`src/rtl/factory_machine_line_parser.sv`:
```
// Byte-level front end for the factory machine initializer.
// Turns one machine description per text line, e.g. "[.##.] (3) (1,3) {3,5,4,7}\n",
// into the one-cycle token strobes of the initializer's mach_* interface.
// Each accepted byte produces at most one registered token on the next cycle.
// Malformed input parks the parser in ERR. After MACHINE_COUNT complete lines
// it parks in DONE. Both are left only by reset.
module factory_machine_line_parser #(
  parameter int MAX_LIGHT_COUNT  = 10,
  parameter int MAX_BUTTON_COUNT = 13,
  parameter int MACHINE_COUNT    = 2,
  localparam int LCW = $clog2(MAX_LIGHT_COUNT + 1),
  localparam int BCW = $clog2(MAX_BUTTON_COUNT + 1),
  localparam int MCW = $clog2(MACHINE_COUNT + 1)
) (
  input  logic           clk,
  input  logic           reset,
  input  logic [7:0]     in_data,
  input  logic           in_valid,
  output logic           in_ready,
  output logic           mach_light_off,
  output logic           mach_light_on,
  output logic [3:0]     mach_button_index,
  output logic           mach_next_button,
  output logic           mach_buttons_end,
  output logic           mach_entry_end,
  output logic           mach_in_valid,
  output logic [MCW-1:0] machines_parsed,
  output logic           parse_done,
  output logic           parse_error
);

  // Parser states
  localparam logic [2:0] ST_IDLE   = 3'd0;
  localparam logic [2:0] ST_LIGHTS = 3'd1;
  localparam logic [2:0] ST_SEP    = 3'd2;
  localparam logic [2:0] ST_BUTTON = 3'd3;
  localparam logic [2:0] ST_JOLT   = 3'd4;
  localparam logic [2:0] ST_EOL    = 3'd5;
  localparam logic [2:0] ST_DONE   = 3'd6;
  localparam logic [2:0] ST_ERR    = 3'd7;

  // ASCII bytes the grammar cares about
  localparam logic [7:0] CH_LF     = 8'h0A;
  localparam logic [7:0] CH_CR     = 8'h0D;
  localparam logic [7:0] CH_SPACE  = 8'h20;
  localparam logic [7:0] CH_HASH   = 8'h23;
  localparam logic [7:0] CH_LPAREN = 8'h28;
  localparam logic [7:0] CH_RPAREN = 8'h29;
  localparam logic [7:0] CH_COMMA  = 8'h2C;
  localparam logic [7:0] CH_DOT    = 8'h2E;
  localparam logic [7:0] CH_ZERO   = 8'h30;
  localparam logic [7:0] CH_NINE   = 8'h39;
  localparam logic [7:0] CH_LBRK   = 8'h5B;
  localparam logic [7:0] CH_RBRK   = 8'h5D;
  localparam logic [7:0] CH_LBRACE = 8'h7B;
  localparam logic [7:0] CH_RBRACE = 8'h7D;

  // Counter limits in the counters' own widths
  localparam logic [LCW-1:0] LIGHT_MAX   = LCW'(MAX_LIGHT_COUNT);
  localparam logic [BCW-1:0] BUTTON_MAX  = BCW'(MAX_BUTTON_COUNT);
  localparam logic [MCW-1:0] MACHINE_MAX = MCW'(MACHINE_COUNT);
  localparam logic [4:0]     DIGIT_LIMIT = 5'(MAX_LIGHT_COUNT);

  // Saturating increments: the grammar checks report overflow first,
  // so saturation only guards against a wrap that should never be reached.
  function automatic logic [LCW-1:0] sat_inc_light(input logic [LCW-1:0] v);
    return (v == {LCW{1'b1}}) ? v : v + 1'b1;
  endfunction

  function automatic logic [BCW-1:0] sat_inc_button(input logic [BCW-1:0] v);
    return (v == {BCW{1'b1}}) ? v : v + 1'b1;
  endfunction

  function automatic logic [MCW-1:0] sat_inc_machine(input logic [MCW-1:0] v);
    return (v == {MCW{1'b1}}) ? v : v + 1'b1;
  endfunction

  logic [2:0]     state;
  logic [2:0]     state_nx;
  logic [LCW-1:0] light_cnt;
  logic [LCW-1:0] light_cnt_nx;
  logic [BCW-1:0] btn_cnt;
  logic [BCW-1:0] btn_cnt_nx;
  logic [MCW-1:0] mach_cnt_nx;
  logic           last_was_digit;
  logic           last_was_digit_nx;
  logic           done_nx;
  logic           error_nx;

  // Stage p0: byte accept and decode
  logic           accept_p0;
  logic           is_ignored_p0;
  logic           is_digit_p0;
  logic [3:0]     digit_p0;
  logic           tok_off_p0;
  logic           tok_on_p0;
  logic           tok_next_p0;
  logic           tok_bend_p0;
  logic           tok_eend_p0;
  logic [3:0]     tok_idx_p0;
  logic           vld_p0;

  // Stage p1: registered token presented to the initializer
  logic           tok_off_p1;
  logic           tok_on_p1;
  logic           tok_next_p1;
  logic           tok_bend_p1;
  logic           tok_eend_p1;
  logic [3:0]     tok_idx_p1;
  logic           vld_p1;

  assign in_ready      = ~parse_done;
  assign accept_p0     = in_valid & in_ready;
  assign is_ignored_p0 = (in_data == CH_SPACE) || (in_data == CH_CR);
  assign is_digit_p0   = (in_data >= CH_ZERO) && (in_data <= CH_NINE);
  assign digit_p0      = in_data[3:0];

  // Grammar FSM: next state, counter updates and the token for the accepted byte
  always_comb begin
    state_nx          = state;
    light_cnt_nx      = light_cnt;
    btn_cnt_nx        = btn_cnt;
    mach_cnt_nx       = machines_parsed;
    last_was_digit_nx = last_was_digit;
    done_nx           = parse_done;
    tok_off_p0        = 1'b0;
    tok_on_p0         = 1'b0;
    tok_next_p0       = 1'b0;
    tok_bend_p0       = 1'b0;
    tok_eend_p0       = 1'b0;
    tok_idx_p0        = 4'd0;
    vld_p0            = 1'b0;

    if (accept_p0) begin
      case (state)
        ST_IDLE: begin
          if (in_data == CH_LBRK) begin
            state_nx     = ST_LIGHTS;
            light_cnt_nx = '0;
            btn_cnt_nx   = '0;
          end else if (!(is_ignored_p0 || in_data == CH_LF)) begin
            state_nx = ST_ERR;
          end
        end

        ST_LIGHTS: begin
          if (in_data == CH_DOT || in_data == CH_HASH) begin
            if (light_cnt == LIGHT_MAX) begin
              state_nx = ST_ERR;
            end else begin
              tok_off_p0   = (in_data == CH_DOT);
              tok_on_p0    = (in_data == CH_HASH);
              vld_p0       = 1'b1;
              light_cnt_nx = sat_inc_light(light_cnt);
            end
          end else if (in_data == CH_RBRK && light_cnt != '0) begin
            state_nx = ST_SEP;
          end else begin
            // Covers an empty "[]" and any foreign byte, including blanks.
            state_nx = ST_ERR;
          end
        end

        ST_SEP: begin
          if (in_data == CH_LPAREN) begin
            state_nx          = ST_BUTTON;
            last_was_digit_nx = 1'b0;
          end else if (in_data == CH_LBRACE && btn_cnt != '0) begin
            state_nx    = ST_JOLT;
            tok_bend_p0 = 1'b1;
            vld_p0      = 1'b1;
          end else if (!is_ignored_p0) begin
            state_nx = ST_ERR;
          end
        end

        ST_BUTTON: begin
          if (is_digit_p0) begin
            // Indices are single digits; a second digit in a row is a multi-digit index.
            if (last_was_digit || ({1'b0, digit_p0} >= DIGIT_LIMIT)) begin
              state_nx = ST_ERR;
            end else begin
              tok_idx_p0        = digit_p0;
              vld_p0            = 1'b1;
              last_was_digit_nx = 1'b1;
            end
          end else if (in_data == CH_COMMA) begin
            last_was_digit_nx = 1'b0;
          end else if (in_data == CH_RPAREN) begin
            if (btn_cnt == BUTTON_MAX) begin
              state_nx = ST_ERR;
            end else begin
              tok_next_p0 = 1'b1;
              vld_p0      = 1'b1;
              btn_cnt_nx  = sat_inc_button(btn_cnt);
              state_nx    = ST_SEP;
            end
          end else if (!is_ignored_p0) begin
            state_nx = ST_ERR;
          end
        end

        ST_JOLT: begin
          // Joltage targets are not needed by the initializer; only the syntax is checked.
          if (in_data == CH_RBRACE) begin
            state_nx = ST_EOL;
          end else if (!(is_digit_p0 || in_data == CH_COMMA || is_ignored_p0)) begin
            state_nx = ST_ERR;
          end
        end

        ST_EOL: begin
          if (in_data == CH_LF) begin
            tok_eend_p0 = 1'b1;
            vld_p0      = 1'b1;
            mach_cnt_nx = sat_inc_machine(machines_parsed);
            if (mach_cnt_nx == MACHINE_MAX) begin
              state_nx = ST_DONE;
              done_nx  = 1'b1;
            end else begin
              state_nx = ST_IDLE;
            end
          end else if (!is_ignored_p0) begin
            state_nx = ST_ERR;
          end
        end

        ST_DONE: state_nx = ST_DONE;
        ST_ERR:  state_nx = ST_ERR;
        default: state_nx = ST_ERR;
      endcase
    end

    error_nx = parse_error | (state_nx == ST_ERR);
  end

  // Control state: FSM, counters and sticky status flags
  always_ff @(posedge clk) begin
    if (reset) begin
      state           <= ST_IDLE;
      light_cnt       <= '0;
      btn_cnt         <= '0;
      machines_parsed <= '0;
      last_was_digit  <= 1'b0;
      parse_done      <= 1'b0;
      parse_error     <= 1'b0;
    end else begin
      state           <= state_nx;
      light_cnt       <= light_cnt_nx;
      btn_cnt         <= btn_cnt_nx;
      machines_parsed <= mach_cnt_nx;
      last_was_digit  <= last_was_digit_nx;
      parse_done      <= done_nx;
      parse_error     <= error_nx;
    end
  end

  // Stage p0 -> p1: register the token; reset clears it so nothing stale leaks out
  always_ff @(posedge clk) begin
    if (reset) begin
      tok_off_p1  <= 1'b0;
      tok_on_p1   <= 1'b0;
      tok_next_p1 <= 1'b0;
      tok_bend_p1 <= 1'b0;
      tok_eend_p1 <= 1'b0;
      tok_idx_p1  <= 4'd0;
      vld_p1      <= 1'b0;
    end else begin
      tok_off_p1  <= tok_off_p0;
      tok_on_p1   <= tok_on_p0;
      tok_next_p1 <= tok_next_p0;
      tok_bend_p1 <= tok_bend_p0;
      tok_eend_p1 <= tok_eend_p0;
      tok_idx_p1  <= tok_idx_p0;
      vld_p1      <= vld_p0;
    end
  end

  assign mach_light_off    = tok_off_p1;
  assign mach_light_on     = tok_on_p1;
  assign mach_next_button  = tok_next_p1;
  assign mach_buttons_end  = tok_bend_p1;
  assign mach_entry_end    = tok_eend_p1;
  assign mach_button_index = tok_idx_p1;
  assign mach_in_valid     = vld_p1;

endmodule

```
`config.mk`:
```
export PLATFORM = sky130hd
export DESIGN_NAME = factory_machine_line_parser
export DESIGN_NICKNAME = d
export VERILOG_FILES = /design/src/rtl/factory_machine_line_parser.sv
export SDC_FILE = /design/constraint.sdc
export NUM_CORES = 1
export LEC_CHECK = 0
export CAP_MARGIN = 30
export CORE_UTILIZATION = 33
export CTS_CLUSTER_SIZE = 14
export DETAILED_ROUTE_END_ITERATION = 6
export RECOVER_POWER = 25
export SETUP_SLACK_MARGIN = 0.02
export SYNTH_ARGS = -nofsm -noshare
export SYNTH_HDL_FRONTEND = slang
export SYNTH_SLANG_ARGS = --single-unit
```
`constraint.sdc`:
```
create_clock -name clk -period 6.4 [get_ports clk]
set_input_delay 0.64 -clock clk [delete_from_list [all_inputs] [get_ports clk]]
set_output_delay 0.64 -clock clk [all_outputs]
set_load 0.01 [all_outputs]
```
### Word level (Yosys, flattened, before mapping)

Cells that the tools add are included.

| storage, ports and cells | value |
|---|---|
| bits in registers | 26 |
| input port bits | 11 |

| operators by class | value |
|---|---|
| order comparisons | 3 |
| reductions and logical operators | 26 |
| add/sub/neg operators | 3 |
| mux-type cells | 47 |
| equality and inequality tests | 38 |
| bitwise operators | 10 |

Operators by type and width:

| kind | count |
|---|---|
| 3-bit 2-to-1 mux | 18 |
| 8-bit by 6-bit equality test with 1-bit output (second input constant) | 6 |
| 4-bit 2-to-1 mux | 9 |
| 8-bit by 7-bit equality test with 1-bit output (second input constant) | 4 |
| 3-bit case mux with 8 select lines | 1 |
| 2-bit != test (second input constant) | 10 |
| 4-bit equality test (second input constant) | 4 |
| 8-bit by 4-bit equality test with 1-bit output (second input constant) | 2 |
| 4-bit case mux with 2 select lines | 2 |
| 3-bit equality test (second input constant) | 5 |
| 1-bit 2-to-1 mux | 14 |
| 5-bit OR reduction | 2 |
| 4-bit by 1-bit adder with 4-bit output (second input constant) | 2 |
| 8-bit by 6-bit greater-or-equal comparator with 1-bit output (second input constant) | 1 |
| 8-bit by 6-bit <= comparator with 1-bit output (second input constant) | 1 |
| 1-bit inverter | 8 |
| 8-bit AND reduction | 1 |
| 4-bit nonzero test | 2 |
| 3-bit by 2-bit equality test with 1-bit output (second input constant) | 2 |
| 1-bit logical OR | 6 |
| 3-bit != test (second input constant) | 2 |
| 6-bit AND reduction | 1 |
| 2-bit nonzero test | 3 |
| 3-bit OR reduction | 2 |
| 16 further kinds | 19 |

### Depth between registers and ports, before layout

| depth | value |
|---|---|
| depth after elaboration | 10 |
| mapped depth | 9 |

### Worst setup path before layout

OpenSTA, ideal clock, no wires.

| timing path | value |
|---|---|
| kind | input port to flip-flop |
| start point | input port in_data[3] |
| end point | register parse_error |
| path slack | 3.861 ns |
| arrival time | 2.403 ns |
| path buffers | 1 |
| stages | 8 |
| setup time | 0.136 ns |
| cells stage by stage | buf_2 > or4b_1 > nor4_2 > and2b_1 > o31ai_1 > or3_1 > o311ai_1 > o32ai_1 |

| between the ends | value |
|---|---|
| word-level cells in the longest chain between the ends | 10 |
| elaborated cells on any way between the ends | 42 |

RTL lines:

| what | RTL line | source |
|---|---|---|
| start: declaration | 17 | `input logic [7:0] in_data,` |
| 8-bit by 6-bit greater-or-equal comparator with 1-bit output (tied with other cells) | 115 | `assign is_digit_p0 = (in_data >= CH_ZERO) && (in_data <= CH_NINE);` |
| 1-bit logical AND / 1-bit logical OR (equally long branches) | 115, 114 |  |
| 1-bit logical OR / 3-bit 2-to-1 mux (equally long branches) | n/a |  |
| 1-bit logical OR / 3-bit 2-to-1 mux (equally long branches) | 207, 189 |  |
| 3-bit 2-to-1 mux (on tied branches) | 207, 187 |  |
| 3-bit 2-to-1 mux (on tied branches) | 205, 178 |  |
| 3-bit case mux with 8 select lines * | 135 | `case (state)` |
| 3-bit 2-to-1 mux * | 134 | `if (accept_p0) begin` |
| 3-bit equality test * | 234 | `error_nx = parse_error \| (state_nx == ST_ERR);` |
| 1-bit bitwise OR * | 234 |  |
| end signal: assignment | 254 | `parse_error <= error_nx;` |
| end: declaration | 29 | `output logic parse_error` |

Mark *: on every way between the ends. The rest lies on a longest branch, timed or not.
A chain may end at the register's enable or synchronous reset.

### Worst setup path after layout

| timing path | value |
|---|---|
| start point | input port in_data[0] |
| end point | register light_cnt[3] |

| between the ends | value |
|---|---|
| word-level cells in the longest chain between the ends | 4 |
| elaborated cells on any way between the ends | 7 |

RTL lines:

| what | RTL line | source |
|---|---|---|
| 8-bit by 6-bit equality test with 1-bit output | 147 | `if (in_data == CH_DOT \|\| in_data == CH_HASH) begin` |
| 1-bit logical OR | 147 |  |
| 2-bit != test (no source line) | n/a |  |
| 6-bit AND reduction (no source line) * | n/a |  |
| end signal: assignment | 249 | `light_cnt <= light_cnt_nx;` |
| end: declaration | 80 | `logic [LCW-1:0] light_cnt;` |

Marked as above.

==> metrics.md <==
| Metric | Value |
|---|---|
| DR pass1 iterations | `5` |
| Synth area leader | `dfxtp_1` |
| Tot Pwr | `381 uW` |
| Sequential share of the synthesized area | `0.317` |
| First-pass GRT wire length | `6580 um` |
| Gr ovfl total | `0` |
| Hold crit path type | `flop to flop` |
| Top-level I/O count | `26` |
| Synth Net Count | `228` |
| TritonCTS Buffers | `3` |
| Layout Skew | `0.00476 ns` |
| P per Cell Area | `190 nW/um^2` |
| Final Max Slew Viols | `0` |
| CP Launch Point | `in_data[0]` |
| Post-Syn Instances | `211` |
| Commonest non-fill, non-tap cell in the layout | `dfxtp_1` |
| Post-DR vias/cell | `5.24` |
| Crit path arrival time | `3.35 ns` |
| Initial drt markers | `125` |
| Largest net degree at the start of global routing | `18` |
| Row cnt | `25` |
| Reg2reg end | `parse_error` |
| Routed len/inst | `13.1 um` |
| Most frequent cells in the layout | `dfxtp_1, nor2_1, nand2_1` |
| Filler cells | `499` |
| Fin nets | `246` |
| Hold Fails Final Rpt | `0` |
| Tcrit/Tclk final | `0.490` |
| Required time of the critical path | `6.61 ns` |
| CTS Sinks | `26` |
| CTS clk-pin slew, worst paths | `0.10 ns` |
| Cell leakage power | `0.710 nW` |
| Synth Warn # | `0` |
| Post-synth top area share | `0.317` |
| Slew @ Worst Pin | `0.645 ns` |
| R2r setup slk | `4.03 ns` |
| TritonCTS clock tree | `yes` |
| Die area | `5270 um^2` |
| RSZ-0062 raised after global routing | `false` |
| Core area | `4750 um^2` |
| Setup crit end kind | `flop` |
| Hold Path Cell Cnt | `2` |
| Yosys reg bits | `26` |
| Max frequency | `0.319 GHz` |
| Fraction of layout cells with a size suffix above 1 | `0.0439` |
| R2r worst-path depth | `9` |
| Port Buf Inserts | `25` |
| Worst Setup Path Type | `input port to flop` |
| Post-detail-place hpwl | `2920 um` |
| Vias in the first global route | `1404` |
| Post-synth EDFFs | `0` |
| Register area | `520 um^2` |
| Post-synth top flop | `dfxtp_1` |
| Setup Buffers After CTS | `0` |
| Total Neg Setup Slack | `0 ns` |
| Crit path capture | `light_cnt[3]` |
| Worst r2r src | `light_cnt[0]` |
| Initial antenna violation count | `0` |
| Slew headroom | `0.566` |
| Clk Latency, worst-skew pair | `0.27 ns` |
| Height of the die | `72.6 um` |
| Total routed wirelength | `3870 um` |
| Root buf cell | `clkbuf_8` |
| Distinct cell type count after synthesis | `51` |
| Area grow syn2layout | `21.7%` |
| Run status | `completed` |
| Vias | `1546` |
| GRT Total Usage | `0.158` |
| Syn Std Cell Area | `1640 um^2` |
| Endpoints failing setup | `0` |
| Post-layout min period | `3.14 ns` |
| Detailed-route DRC error count | `0` |
| Clock Path Buffers | `2` |
| Syn avg cell area | `7.79 um^2` |
| # diodes | `0` |
| Post-synthesis async set-or-reset flop share | `0` |
| CTS resizes | `0` |
| Footprint of the multi-input gates | `1020 um^2` |
| Hold-fix buffers, CTS | `0` |
| Synth top area cells | `dfxtp_1, nor2_1, a21oi_1` |
| CTS H-Tree Depth | `1` |
| GP Congestion | `0.864` |
| Max-cap violations | `0` |
| Critical Path Source Type | `input port` |
| CP max FO | `14` |
| Worst vdd rail ir drop | `0.0939 mV` |
| Antenna Nets Post-Route | `0` |
| Starting Density | `0.346` |
| Die width | `72.6 um` |
[worst max-delay path, cell delays in order]
cell,delay (ns)
clkdlybuf4s50_1,0.73
or3b_4,0.45
a221oi_4,0.32
a31oi_1,0.12
or4_1,0.55
or3_1,0.39
a21oi_1,0.14
[cells in the mapped netlist, types with 2 or more instances]
| master | instances |
|---|---|
| dfxtp_1 | 26 |
| nor2_1 | 23 |
| nand2_1 | 18 |
| a21oi_1 | 15 |
| inv_1 | 14 |
| clkbuf_1 | 9 |
| nand2b_1 | 7 |
| ha_1 | 6 |
| nor3_1 | 6 |
| nor4_1 | 6 |
| o21ai_1 | 6 |
| and2_1 | 5 |
| nand4b_1 | 5 |
| nor2b_1 | 5 |
| nand3_1 | 4 |
| a211oi_1 | 3 |
| a31oi_1 | 3 |
| buf_2 | 3 |
| nand4_1 | 3 |
| o21ai_0 | 3 |
| or3_1 | 3 |
| xor2_1 | 3 |
| mux2i_1 | 2 |
| nor3_2 | 2 |
| nor4_2 | 2 |
| o31ai_1 | 2 |
| or4b_1 | 2 |
| xnor2_1 | 2 |
[how the worst min path moves through the flow]
stage	startpoint	endpoint	slack, ns
after detailed placement	parse_error	parse_error	0.49
after global routing	parse_error	parse_error	0.54
after global placement	parse_error	parse_error	0.49
after CTS	parse_error	parse_error	0.51
final	parse_error	parse_error	0.50
after floorplan	btn_cnt[1]	btn_cnt[1]	0.48
[kinds of logic after synthesis]
logic type,Yosys count,share of synthesized area
simple gates,100,0.348
compound gates,46,0.190
flops,26,0.317
mux,2,0.0122
fa+ha+maj,6,0.0457
xor+xnor,5,0.0266
buf+inv,26,0.0616
[power breakdown]
part           leakage [nW]  internal (mW)  total (mW)  switching (mW)
clock                0.0357         0.0838       0.138          0.0542
combinational         0.464         0.0282      0.0677          0.0395
sequential            0.211          0.166       0.175         0.00916
total                 0.710          0.278       0.381           0.103
[flip-flops by register name, summed over array words and instances, names as in the netlist]
name and cells:
mach_light_on 1, light_cnt 4, last_was_digit 1, mach_button_index 4, btn_cnt 4, parse_done 1
mach_buttons_end 1, mach_next_button 1, state 3, mach_entry_end 1, parse_error 1, mach_light_off 1
machines_parsed 2, mach_in_valid 1
[metrics by stage]
stage	hold WS, ns	instance area (um^2)	instances	util	setup slack [ns]
2_1_floorplan	0.476	1640	211	-	3.86
3_3_place_gp	0.491	1930	291	0.406	3.03
3_5_place_dp	0.486	1930	291	0.406	2.98
4_1_cts	0.509	2000	295	0.421	3.27
5_1_grt	0.540	2000	295	0.421	3.10
6_report	0.502	2000	295	0.421	3.26
[layer usage]
layer	track usage	vias up	wire length (um)
met5	0	-	0
met3	0.0124	10	107
met1	0.220	711	1910
li1	-	788	-
met2	0.244	37	1740
met4	0.0806	0	116
[final cells by class]
type                            instances  area share
Multi-Input combinational cell        159       0.511
Clock inverter                          1      0.0150
Sequential cell                        26       0.260
Timing Repair Buffer                   25       0.125
Inverter                               14      0.0263
Clock buffer                            3      0.0206
Tap cell                               67      0.0419
No activity file was read; power rests on OpenSTA's default activity.
